$ cat src/rtl/oven_cook_sequencer.sv
// Oven cook sequencer: time entry, preheat, timed cook, pause on door,
// end-of-cook alarm and preheat fault. Cook time is counted down from the
// 1 Hz strobe, so the sequence does not depend on any wall-clock wrap.
`timescale 1ns/1ps
module oven_cook_sequencer #(
  parameter int MAX_COOK        = 3599,
  parameter int PREHEAT_TIMEOUT = 900,
  parameter int ALARM_SECS      = 10
) (
  input  logic        clk,
  input  logic        rst_n,
  input  logic        tick_1hz,
  input  logic [12:0] time_in,
  input  logic        time_load,
  input  logic        start,
  input  logic        cancel,
  input  logic        door_open,
  input  logic        temp_reached,
  output logic        heater_on,
  output logic        timeinputdone,
  output logic        preheated,
  output logic        cooking,
  output logic [12:0] remaining,
  output logic [3:0]  progress,
  output logic        done,
  output logic        buzzer,
  output logic        error
);

  // One shared second counter serves both PREHEAT and ALARM, sized for the longer.
  localparam int CNT_MAX = (PREHEAT_TIMEOUT > ALARM_SECS) ? PREHEAT_TIMEOUT : ALARM_SECS;
  localparam int CNT_W   = $clog2(CNT_MAX + 1);
  localparam logic [CNT_W-1:0] PREHEAT_LAST = CNT_W'(PREHEAT_TIMEOUT - 1);
  localparam logic [CNT_W-1:0] ALARM_LAST   = CNT_W'(ALARM_SECS - 1);
  localparam logic [12:0]      MAX_TIME     = 13'(MAX_COOK);

  typedef enum logic [2:0] {
    IDLE, LOADED, PREHEAT, COOK, PAUSE, ALARM, DONE, FAULT
  } state_t;

  state_t           state, state_d;
  logic [12:0]      cook_time, cook_time_d, remaining_d;
  logic [CNT_W-1:0] count, count_d;
  logic [3:0]       progress_d;
  logic             heater_d, tid_d, preheated_d, cooking_d, done_d, buzzer_d, error_d;
  logic             door_q;
  logic             go_idle;
  logic [16:0]      elapsed_x10;

  // State and all registered outputs; door_q remembers the door for edge detection in DONE.
  always_ff @(posedge clk or negedge rst_n) begin
    if (!rst_n) begin
      state         <= IDLE;
      cook_time     <= '0;
      remaining     <= '0;
      count         <= '0;
      progress      <= '0;
      heater_on     <= 1'b0;
      timeinputdone <= 1'b0;
      preheated     <= 1'b0;
      cooking       <= 1'b0;
      done          <= 1'b0;
      buzzer        <= 1'b0;
      error         <= 1'b0;
      door_q        <= 1'b0;
    end else begin
      state         <= state_d;
      cook_time     <= cook_time_d;
      remaining     <= remaining_d;
      count         <= count_d;
      progress      <= progress_d;
      heater_on     <= heater_d;
      timeinputdone <= tid_d;
      preheated     <= preheated_d;
      cooking       <= cooking_d;
      done          <= done_d;
      buzzer        <= buzzer_d;
      error         <= error_d;
      door_q        <= door_open;
    end
  end

  // Next-state and next-output logic; cancel beats door, door beats start/tick/temp.
  always_comb begin
    state_d     = state;
    cook_time_d = cook_time;
    remaining_d = remaining;
    count_d     = count;
    heater_d    = heater_on;
    tid_d       = timeinputdone;
    preheated_d = preheated;
    cooking_d   = cooking;
    done_d      = done;
    buzzer_d    = buzzer;
    error_d     = error;
    go_idle     = cancel;
    progress_d  = '0;
    elapsed_x10 = 17'(cook_time - remaining) * 17'd10;

    if (!cancel) begin
      case (state)
        IDLE, LOADED: begin
          if (time_load) begin
            if (time_in != 13'd0 && time_in <= MAX_TIME) begin
              cook_time_d = time_in;
              remaining_d = time_in;
              tid_d       = 1'b1;
              error_d     = 1'b0;
              state_d     = LOADED;
            end else begin
              error_d = 1'b1;
            end
          end
          if (state == LOADED && !door_open && start) begin
            state_d  = PREHEAT;
            heater_d = 1'b1;
            count_d  = '0;
          end
        end
        PREHEAT: begin
          if (!door_open) begin
            if (temp_reached) begin
              state_d     = COOK;
              preheated_d = 1'b1;
              cooking_d   = 1'b1;
            end else if (tick_1hz) begin
              if (count == PREHEAT_LAST) begin
                state_d  = FAULT;
                heater_d = 1'b0;
                error_d  = 1'b1;
              end else begin
                count_d = count + 1'b1;
              end
            end
          end
        end
        COOK: begin
          if (door_open) begin
            state_d   = PAUSE;
            heater_d  = 1'b0;
            cooking_d = 1'b0;
          end else if (tick_1hz) begin
            if (remaining <= 13'd1) begin
              remaining_d = '0;
              state_d     = ALARM;
              heater_d    = 1'b0;
              cooking_d   = 1'b0;
              done_d      = 1'b1;
              buzzer_d    = 1'b1;
              count_d     = '0;
            end else begin
              remaining_d = remaining - 13'd1;
            end
          end
        end
        PAUSE: begin
          if (!door_open && start) begin
            state_d   = COOK;
            heater_d  = 1'b1;
            cooking_d = 1'b1;
          end
        end
        ALARM: begin
          if (door_open) begin
            state_d  = DONE;
            buzzer_d = 1'b0;
          end else if (tick_1hz) begin
            if (count == ALARM_LAST) begin
              state_d  = DONE;
              buzzer_d = 1'b0;
            end else begin
              count_d = count + 1'b1;
            end
          end
        end
        DONE: begin
          if (door_open && !door_q) go_idle = 1'b1;
        end
        FAULT: begin
        end
        default: go_idle = 1'b1;
      endcase
    end

    if (go_idle) begin
      state_d     = IDLE;
      cook_time_d = '0;
      remaining_d = '0;
      count_d     = '0;
      heater_d    = 1'b0;
      tid_d       = 1'b0;
      preheated_d = 1'b0;
      cooking_d   = 1'b0;
      done_d      = 1'b0;
      buzzer_d    = 1'b0;
      error_d     = 1'b0;
    end

    if (state_d != IDLE && cook_time != 13'd0)
      progress_d = 4'(elapsed_x10 / {4'd0, cook_time});
  end

endmodule

$ cat config.mk
export PLATFORM = sky130hd
export DESIGN_NAME = oven_cook_sequencer
export DESIGN_NICKNAME = d
export VERILOG_FILES = /design/src/rtl/oven_cook_sequencer.sv
export SDC_FILE = /design/constraint.sdc
export NUM_CORES = 1
export LEC_CHECK = 0
export BUFFER_PORTS_ARGS = -buffer_cell sky130_fd_sc_hd__buf_2
export CORE_ASPECT_RATIO = 1.5
export CORE_UTILIZATION = 30
export CTS_BUF_LIST = sky130_fd_sc_hd__clkbuf_4 sky130_fd_sc_hd__clkbuf_8 sky130_fd_sc_hd__clkbuf_16
export DETAILED_ROUTE_END_ITERATION = 10
export HOLD_SLACK_MARGIN = 0.15
export PLACE_DENSITY = 0.56
export SLEW_MARGIN = 20
export SYNTH_ARGS = -nofsm -noshare
export SYNTH_HDL_FRONTEND = slang
export SYNTH_SLANG_ARGS = --single-unit
$ cat constraint.sdc
create_clock -name clk -period 44.2 [get_ports clk]
set_input_delay 8.84 -clock clk [delete_from_list [all_inputs] [get_ports clk]]
set_output_delay 8.84 -clock clk [all_outputs]
set_load 0.02 [all_outputs]
After elaboration in Yosys (flattened, before gate mapping)
Cells that the tools add are included.

operators by class
  eq/ne operators = 30
  add/sub/neg operators = 3
  div/mod/pow operators = 1
  multiplexer cells = 92
  $lt $le $gt $ge = 2
  reduce and logical (&&, ||, !) cells = 36
  multipliers = 1

operator list
  cell                   number
  $mux 10                13
  $mux 13                10
  $mux 3                 16
  $ne 3x3->1 const B     16
  $mux 1                 45
  $pmux 10 s4            1
  $pmux 13 s2            1
  $reduce_bool 13->1     2
  $reduce_and 7->1       3
  $div 17x13->17         1
  $mul 17x3->16 const B  1
  $ne 4x4->1 const B     4
  $reduce_bool 2->1      8
  $pmux 3 s5             1
  $sub 13x13->14         1
  $le 13x1->1 const B    1
  $le 13x12->1 const B   1
  $reduce_and 13->1      1
  $sub 13x1->13 const B  1
  $reduce_bool 3->1      4
  $add 10x1->10 const B  1
  $eq 10x10->1 const B   1
  $eq 10x4->1 const B    1
  $reduce_and 10->1      1
  17 further kinds       30

word-level totals
  flip-flop bits (word level) = 51
  input port bits = 21
  logic and storage cells = 178
  output and inout port bits = 24

Depth between registers and ports, before layout
  depth in word-level cells = 11
  depth in mapped cells = 175
  gate-level depth less buffers = 163

Least setup slack after synthesis
OpenSTA, ideal clock, no wires.

  kind = register -> register
  start = register cook_time[0]
  end = register progress[0]
  data arrival time = 32.415 ns
  data required time = 44.057 ns
  stages on the path, launching flop included = 166
  path slack = 11.643 ns
  setup time = 0.143 ns
  buffers on the path = 11
  period minus slack after synthesis = 32.557 ns
  cells stage by stage = dfrtp_1 inv_1 ha_1 fa_1 nor2b_1 o21ai_0 nand2b_1 a21oi_1 o21bai_1 a21o_1 a21o_1 a21o_1 a21o_1 a21o_1 a21oi_1 xnor2_1 xnor2_1 ha_1 [... 130 more ...] nand4_1 buf_2 a21oi_1 nor2_1 ha_1 a21o_1 a21oi_1 nor2b_1 o21ai_0 nand2b_1 a21oi_1 nor2b_1 o21ai_0 nand2b_1 a21oi_1 o21ai_0 a41oi_1 a31oi_1

between the ends
  longest elaborated chain between the ends = 4
  elaborated cells on any way between the ends = 6
  those cells by class = add/sub: 1; mul: 1; div: 1; mux: 1; reduce/logical: 2

ends and longest elaborated chain
  item                    line  RTL
  start, declared         42    logic [12:0] cook_time, cook_time_d, remaining_d;
  start signal, assigned  68    cook_time <= cook_time_d;
  $sub 13x13->14          98    elapsed_x10 = 17'(cook_time - remaining) * 17'd10;
  $mul 17x3->16           98
  $div 17x13->17          200   progress_d = 4'(elapsed_x10 / {4'd0, cook_time});
  $mux 4 (*)              199   if (state_d != IDLE && cook_time != 13'd0)
  net progress_d[0]       44    logic [3:0] progress_d;
  end signal, assigned    71    progress <= progress_d;
  end, declared           24    output logic [3:0] progress,

Mark *: on every way through the listed nets, which the timed path passes. The rest lies on a longest branch.
A chain may end at the register's enable or synchronous reset.

Final worst setup path
  start = register cook_time[1]
  end = register progress[0]

The elaborated chain is that of the path after synthesis.

==> flow_summary.ini <==
[setup_path]
crit_fanout = 21
critPathSlowestCell = o311ai_1
critPathKind = flip-flop to flip-flop
reg2reg_depth = 155
cp.required_ns = 44.36
worst_setup_path_end_kind = flip-flop
critical_path_arrival_ns = 37.33
crit_top_cell = a21oi_1
cp-start-kind = flip-flop
cp_slowest_stage_delay_ns = 0.71

[clocking]
cts_buffers = 5
cts-root-buf = clkbuf_16
clk_path_buf_depth = 2
post_cts_buffers = 0
cts_hold_buf = 0
cts_resized = 0
clk_pin_slew_ns = 0.07
clock-sinks = 51
cts_tree = done
insertion_delay_ns = 0.30
ctsHtreeMaxLevel = 2

[placed_design]
gp_congestion = 0.899
dp_hpwl_um = 28700
place_inst = 2041
io_buffers = 44
pre_cts_slack_ns = 7.44

[floorplan]
rows = 87
num_io_pins = 45
core_area_sq_um = 37800
start_util = 0.305
die_h_um = 242
die_x_um = 162
die_area_sq_um = 39200

[grt]
grt.total_usage = 0.183
overflow = 0
grt_pass1_vias = 11600
grt_max_degree = 52
grt_first_pass_wirelength_um = 58300
antenna_found_initial = 0

[sta]
finalCriticalPeriod_ns = 37.18
hold_ws_ns = 0.500
clock.fmax_mhz = 26.9
slew_viol_final = 0
rsz0062_at_grt = false
hold_viol = 0
tns_ns = 0
fin_crit_sh = 0.841
worst_slew_pin_slew_ns = 0.997
finalSetupViolCount = 0
fin_skew_ns = 0.00926
post-route-worst-setup-slack_ns = 7.02
maxSlewHeadroom = 0.332

[yosys]
ys_types = 91
avgSynthCellArea_sq_um = 7.52
ys_ff_latch = 51
synth_nets = 1735
async_flop_share = 1.00
ys.flop_type = dfrtp_1
yosysWarnings = 0
yosysTopAreaCell = ha_1
syn_area_sq_um = 11500
synth_edf_count = 0
synth.top_cell.area_share = 0.196
syn_inst = 1532
yosysSeqAreaShare = 0.111
synthTopCellsByArea = ha_1, dfrtp_1, nor2_1

[outcome]
status = finished, final reports clean

[min_path]
hp-class = flip-flop to flip-flop
hold_path_depth = 1

[route]
viasPerCell = 5.69
first_pass_iters = 5
vias = 11700
drt_iter0_drc = 533
avgRoutedWirePerCell_um = 17.6
antenna_left = 0
wl_um = 36100
drcViolationCount = 0

[finish]
drive_above_1_share = 0.101
layout.cells.non_filler = 2049
area_delta_synth_final_pct = 8.35
antenna_cells = 0
final_common_cell = ha_1
final_cell_mix = ha_1, nor2_1, nand2_1
nets = 1762

[run]
max_cap_violations = 0
final timing paths:
check / start / to / slack, ns
max: cook_time[1]$_DFFE_PN0P_ / progress[0]$_DFF_PN0_ / 7.02
min: preheated$_DFFE_PN0P_ / preheated$_DFFE_PN0P_ / 0.50
max reg2reg: cook_time[1]$_DFFE_PN0P_ / progress[0]$_DFF_PN0_ / 7.02
min reg2reg: preheated$_DFFE_PN0P_ / preheated$_DFFE_PN0P_ / 0.50
max in group asynchronous: rst_n / preheated$_DFFE_PN0P_ / 35.04
min in group asynchronous: rst_n / count[5]$_DFFE_PN0P_ / 8.67
synth_stat cells (4+ instances only):
library cell  number
a211oi_1          15
nor4_1            14
nand2b_1          18
and3_1            16
nor3_1            59
mux2_1             6
mux2i_1           19
nand2_1          123
buf_2              7
nand3_1           33
or3_1             22
o31ai_1           25
clkbuf_1          24
o21ai_0           86
nand4_1           11
o21bai_1           9
a31oi_1           13
a21o_1            48
and2_1            16
nor2_1           166
o2111ai_1          4
o211ai_1          11
a21boi_0          10
a22oi_1           10
o31a_1             8
ha_1             180
a211o_1            6
mux2_2            36
xnor2_1           71
o21a_1            47
and4_1             5
o211a_1            5
dfrtp_1           51
o22ai_1           12
a21oi_1          116
nor2b_1           23
mux2_4             8
inv_1             72
xor2_1            28
or2_2             17
layer usage:
metal | global-route usage | share of wire
met1 | 0.204 | 0.41
met2 | 0.344 | 0.51
met3 | 0.00993 | 0.032
met4 | 0.0893 | 0.047
met5 | 0 | 0
final cells by class:
| class | count | area, sq um |
|---|---|---|
| Fill cell | 4003 | 25300 |
| Multi-Input combinational cell | 1372 | 9810 |
| Timing Repair Buffer | 57 | 318 |
| Clock inverter | 2 | 60.1 |
| Inverter | 72 | 270 |
| Sequential cell | 51 | 1280 |
| Tap cell | 489 | 612 |
| Clock buffer | 6 | 133 |
per-stage QoR:
| stage | util | area, sq um |
|---|---|---|
| after floorplan | - | 11500 |
| after global placement | 0.325 | 12300 |
| after detailed placement | 0.325 | 12300 |
| after CTS | 0.330 | 12500 |
| after global routing | 0.330 | 12500 |
| final | 0.330 | 12500 |
registers in the layout (all words and copies together) (netlist names):
name	flops
count	10
door_q	1
timeinputdone	1
error	1
done	1
heater_on	1
cooking	1
progress	4
preheated	1
cook_time	13
buzzer	1
remaining	13
state	3
logic make-up (layout without fill, tap and decap cells):
family          after synthesis  in the layout  share of synthesized area
xor+xnor                     99             99                     0.0753
simple gates                545            545                      0.229
fa+ha+maj                   183            183                      0.200
buf+inv                     109            137                     0.0382
mux                          69             69                     0.0680
flops                        51             51                      0.111
compound gates              476            476                      0.279
worst max-delay path: cells and delay by family (launching register included):
| kind | cells | cell delay (ns) |
|---|---|---|
| AOI/OAI and AO/OA | 84 | 19.19 |
| xor gates and xnor gates | 3 | 0.42 |
| adders and majority gates | 19 | 5.84 |
| buffers and inverters | 8 | 1.22 |
| DFF | 1 | 0.43 |
| muxes | 6 | 1.89 |
| and+or+nand+nor | 35 | 7.94 |
Power is not shown: default switching activity piles up to over one toggle a cycle in this logic, so the estimate is an artifact.
